==> config.mk <==
export PLATFORM = sky130hd
export DESIGN_NAME = baud_tick_gen
export DESIGN_NICKNAME = d
export VERILOG_FILES = /design/src/rtl/baud_tick_gen.sv
export SDC_FILE = /design/constraint.sdc
export NUM_CORES = 1
export LEC_CHECK = 0
export CAP_MARGIN = 20
export CELL_PAD_IN_SITES_DETAIL_PLACEMENT = 0
export CELL_PAD_IN_SITES_GLOBAL_PLACEMENT = 2
export CORE_MARGIN = 2
export CORE_UTILIZATION = 28
export DETAILED_ROUTE_END_ITERATION = 8
export PLACE_DENSITY_LB_ADDON = 0.1
export SYNTH_ARGS = -nofsm -noshare
export SYNTH_HDL_FRONTEND = slang
export SYNTH_SLANG_ARGS = --single-unit
==> constraint.sdc <==
create_clock -name clk -period 2.4 [get_ports clk]
set_clock_uncertainty 0.05 [all_clocks]
set_input_delay 0.24 -clock clk [delete_from_list [all_inputs] [get_ports clk]]
set_output_delay 0.24 -clock clk [all_outputs]
set_load 0.01 [all_outputs]
==> src/rtl/baud_tick_gen.sv <==
// Baud-rate tick generator for the UART TX/RX engines.
// A prescaler divides clk by (div_q+1) to form the oversample tick. A phase
// counter divides that by OS to give mid-bit and bit-end strobes.
// Ports:
//   clk, rst      : clock and synchronous active-high reset
//   en            : count enable; counters hold and pulses are suppressed when low
//   sync          : restart prescaler and phase, e.g. on an RX start-bit edge
//   div_load      : load div_in into the divisor, restarting like sync
//   div_in        : new divisor; prescale period is div_in+1 clocks
//   div_q         : current divisor readback
//   os_tick       : oversample tick, one-cycle pulse
//   bit_mid       : mid-bit strobe (RX sample point), coincident with os_tick
//   bit_end       : bit-boundary strobe (TX shift point), coincident with os_tick
//   phase         : oversample phase within the current bit
module baud_tick_gen #(
  parameter int unsigned DIV_W       = 16,
  parameter int unsigned OS          = 16,
  parameter int unsigned DEFAULT_DIV = 650,
  localparam int unsigned PH_W       = $clog2(OS)
) (
  input  logic             clk,
  input  logic             rst,
  input  logic             en,
  input  logic             sync,
  input  logic             div_load,
  input  logic [DIV_W-1:0] div_in,
  output logic [DIV_W-1:0] div_q,
  output logic             os_tick,
  output logic             bit_mid,
  output logic             bit_end,
  output logic [PH_W-1:0]  phase
);

  // Phase values from which the next wrap raises bit_mid / bit_end.
  localparam logic [PH_W-1:0] MID_FROM = PH_W'(OS / 2 - 1);
  localparam logic [PH_W-1:0] END_FROM = PH_W'(OS - 1);

  logic [DIV_W-1:0] div_d;
  logic [DIV_W-1:0] cnt_q, cnt_d;
  logic [PH_W-1:0]  phase_q, phase_d;
  logic             os_tick_q, os_tick_d;
  logic             bit_mid_q, bit_mid_d;
  logic             bit_end_q, bit_end_d;
  logic [DIV_W-1:0] div_r;

  // Next-state: div_load > sync > enabled count; pulses default low.
  always_comb begin
    div_d     = div_r;
    cnt_d     = cnt_q;
    phase_d   = phase_q;
    os_tick_d = 1'b0;
    bit_mid_d = 1'b0;
    bit_end_d = 1'b0;
    if (div_load) begin
      div_d   = div_in;
      cnt_d   = '0;
      phase_d = '0;
    end else if (sync) begin
      cnt_d   = '0;
      phase_d = '0;
    end else if (en) begin
      if (cnt_q == div_r) begin
        // Wrap event: counter never exceeds div_r, so all-ones is safe.
        cnt_d     = '0;
        phase_d   = phase_q + PH_W'(1);
        os_tick_d = 1'b1;
        bit_mid_d = (phase_q == MID_FROM);
        bit_end_d = (phase_q == END_FROM);
      end else begin
        cnt_d = cnt_q + DIV_W'(1);
      end
    end
  end

  // State and output registers.
  always_ff @(posedge clk) begin
    if (rst) begin
      div_r     <= DIV_W'(DEFAULT_DIV);
      cnt_q     <= '0;
      phase_q   <= '0;
      os_tick_q <= 1'b0;
      bit_mid_q <= 1'b0;
      bit_end_q <= 1'b0;
    end else begin
      div_r     <= div_d;
      cnt_q     <= cnt_d;
      phase_q   <= phase_d;
      os_tick_q <= os_tick_d;
      bit_mid_q <= bit_mid_d;
      bit_end_q <= bit_end_d;
    end
  end

  assign div_q   = div_r;
  assign os_tick = os_tick_q;
  assign bit_mid = bit_mid_q;
  assign bit_end = bit_end_q;
  assign phase   = phase_q;

endmodule

Word-level counts from Yosys, hierarchy flattened
Cells that the tools add are included.

word-level totals
  input bits = 21
  register bits after elaboration = 39

cells by class
  bitwise operators = 2
  add/sub/neg operators = 2
  multiplexer cells = 2
  equal/unequal tests = 3
  reductions and logical operators = 4

operator list
  operator                 count
  $add A16 B1 Y16 const B  1
  $eq A16 B16 Y1           1
  $mux W16                 1
  $reduce_or A5 Y1         1
  $add A4 B1 Y4 const B    1
  $eq A4 B3 Y1 const B     1
  $eq A4 B4 Y1 const B     1
  $reduce_or A4 Y1         1
  $reduce_or A3 Y1         1
  $not A1 Y1               2
  $reduce_and A2 Y1        1
  $mux W1                  1

Longest topological paths before layout
  depth in word-level cells = 3
  mapped depth = 6
  mapped depth without buffers = 6

Worst setup path after synthesis
No wires, ideal clock.

  path kind = reg2reg
  start = register div_r[11], in the netlist div_q[11]
  end = register cnt_q[0]
  required time = 2235 ps
  setup time = 115 ps
  path buffers = 1
  cell stages (with the launch flop) = 7
  setup slack = 676 ps
  arrival time = 1560 ps
  path through = dfxtp_1 xor2_1 nor4_1 nand3_1 o21ai_1 buf_4 nor2_1

on the way
  word-level cells in the longest chain between the ends = 2

RTL lines
  item                      RTL line  text
  start: declaration        44        logic [DIV_W-1:0] div_r;
  start signal: assignment  78        div_r <= DIV_W'(DEFAULT_DIV);
  start signal: assignment  85        div_r <= div_d;
  $eq A16 B16 Y1            62        if (cnt_q == div_r) begin
  $mux W16                  62
  end signal: assignment    86        cnt_q <= cnt_d;
  end: declaration          39        logic [DIV_W-1:0] cnt_q, cnt_d;

No other way between the ends.
A chain may end at the register's enable or synchronous reset.

Final worst setup path
  start = register cnt_q[0]
  end = register phase_q[3], in the netlist phase[3]

on the way
  word-level cells in the longest chain between the ends = 2

RTL lines
  item                                RTL line  text
  $eq A16 B16 Y1                      62
  $reduce_and A2 Y1 (no source line)  n/a
  end signal: assignment              87        phase_q <= phase_d;
  end: declaration                    40        logic [PH_W-1:0] phase_q, phase_d;

No other way between the ends.

==> metrics.txt <==
RSZ-0062 raised after global routing false; Synth warnings 0; Hold Fails Final Rpt 0; flip-flop and latch count after synthesis 39; Worst EP required 2570 ps; die area 0.00666 mm2; Avg Cell Area, Syn slightly above 9 um2; Antenna Cells 0; worst r2r path cells 5; largest net degree at the start of global routing 18; H-tree Lvls 2; Congestion Overflow GR 0; vias in the first global route 1427; Lkg Pwr 0.898 nW; Fmax around 520 MHz; VDD IR max about 0.00023 V; prevailing post-synth register cell dfxtp_1; Die Ht 81.6 um; share of layout cells above drive strength 1 0.0568; slowest CP cell or4_1; 1st-iter DRT viols 59; Slew @ Worst Pin 576 ps; cts bufs inserted 5; clock sink total 39; register share of total power 0.535; Worst-path clk slew 70 ps; CTS tree built; Die Wd between 80 and 90 um; P_sw 0.000296 W; Post-route DRC 0; Rows 28; Synth Net Count 204; Worst Path Arrival 2100 ps; max incr delay on CP 560 ps; ordered list of cells on the worst path xor2_1, nor4_1, nand3_1, or4_1, a21oi_1; Synth area leader dfxtp_1; EDFF count, synth 0; Gate Count Post-Synth 181; total negative slack 0 ps; CP Max Fanout 8; DR pass1 iterations 4; Post-CTS Setup Inserts 0; reg-to-reg setup timing slack approximately 470 ps; WS Path Type register to register; GRT Util Overall 0.137; period utilisation layout 0.805; ANT nets after route 0; nets 252; post-synthesis sequential area ratio 0.463; Setup violations, final 0; Vias 1396; hold depth 2; Synth cell types 27; Worst-Skew Late Latency just under 300 ps; FF-to-FF End phase[3]; status finished, final reports clean; FF-to-FF Start cnt_q[0]; first-pass GRT wire length 6.84 mm; Synth Cell Area 0.00169 mm2; max_cap viols 0; ys async rst share 0; share of the synthesized area in the top cell type 0.463; routed len/inst about 14 um; PortBufs 43; post-route minimum period 1930 ps; top-count cell post-synth dfxtp_1; Total Power 0.00127 W; Synth-to-Final Area Change 36.6%; Core ar. 0.00589 mm2; worst relative slew slack 0.613; top cells by count, synth dfxtp_1 (39), nor2_1 (31), xor2_1 (26), mux2i_1 (14), nand2_1 (11); drt via density ~4.6; Hold Path Sink bit_end; top-level port count 44; pwr dens 553 mW/mm2; crit path capture type register; Area contributors post-synth dfxtp_1 (46%), xor2_1 (14%), mux2i_1 (8.3%); Root Driver clkbuf_8; Initial Util 0.287; Internal 0.000977 W; routability cong. 0.756; combinational power share 0.115; clock buffer depth 2; hold wc startpoint phase[3]; CP Launch Type register; post-CTS sizing 0; Sw Ratio 0.232; Slew Viols, Final 0; Hold Crit Class register to register; Clock Power Share 0.350; hpwl dp 3.08 mm; initial antenna violation count 0; CTS Hold Bufs 0; final WL ~4.1 mm
==> power by group through the flow <==
stage	Sequential [W]	Combinational, W	Clock (W)
2_1_floorplan	0.000701	0.0000567	0
3_3_place_gp	0.000696	0.000147	0
3_5_place_dp	0.000697	0.000148	0
4_1_cts	0.000682	0.000149	0.000468
5_1_grt	0.000684	0.000161	0.000494
6_report	0.000681	0.000146	0.000445
==> critical path: cells and delay by family (launching register included) <==
| family | cells | cell delay, ps |
|---|---|---|
| flip-flops | 1 | 370 |
| AO/OA/AOI/OAI | 1 | 140 |
| XOR/XNOR | 1 | 180 |
| AND/OR/NAND/NOR | 3 | 1130 |
==> worst max path at each step <==
stage / startpoint / end
after detailed placement: en / cnt_q[10]
after floorplan: div_q[11] / cnt_q[0]
after CTS: cnt_q[5] / phase[3]
after global placement: en / cnt_q[10]
final: cnt_q[0] / phase[3]
after global routing: cnt_q[5] / phase[3]
==> kinds of logic (layout without fill, tap and decap cells) <==
logic type / after synthesis / count (layout) / synth area share
AO/OA/AOI/OAI: 10 / 10 / 0.0415
XOR/XNOR: 31 / 31 / 0.161
adder cells (fa/ha/maj): 2 / 2 / 0.0148
buffers and inverters: 10 / 58 / 0.0260
flip-flops: 39 / 39 / 0.463
multiplexers: 14 / 14 / 0.0831
AND/OR/NAND/NOR: 75 / 75 / 0.211
==> cells in the final DEF, fill, tap and decap left out, types with 2 or more instances in the layout <==
cell type         n
clkdlybuf4s50_1  43
mux2i_1          14
dfxtp_1          39
nor4_1            5
nand4_1           4
xor2_1           26
nor2b_1           4
nor2_1           31
xnor2_1           5
o31ai_1           2
a21oi_1           2
inv_1             3
nor3_1            5
or4_1             3
nand2_1          11
buf_4             5
ha_1              2
a211o_1           4
nand3_1           7
and3_1            2
clkbuf_8          6
==> layer usage <==
metal	GRT usage	vias up	wire, um
li1	-	710	-
met1	0.178	655	1950
met2	0.219	25	1930
met3	0.0385	6	179
met4	0.0450	0	54
met5	0	-	0
==> flip-flops by register name, summed over array words and instances (netlist names) <==
register,flops
div_q,16
phase,4
cnt_q,16
os_tick,1
bit_end,1
bit_mid,1
==> stage by stage <==
step | worst slack, ps | instance area (um2) | hold slack (ps) | utilization | cells
global placement | 422 | 2220 | 420 | 0.376 | 297
detailed placement | 375 | 2220 | 434 | 0.376 | 297
floorplan | 676 | 1690 | 308 | - | 181
global route | 220 | 2300 | 471 | 0.391 | 304
finish | 468 | 2300 | 440 | 0.391 | 304
CTS | 441 | 2300 | 444 | 0.391 | 304
==> area by class of cell <==
type / instances / area (um2)
clock inverter: 1 / 5.00
timing repair buffer: 48 / 468
inverter: 3 / 11.3
tap: 75 / 93.8
fill: 618 / 3580
sequential: 39 / 781
clock buffer: 6 / 82.6
multi-input combinational: 132 / 862
Power figures use the tool's default switching activity.
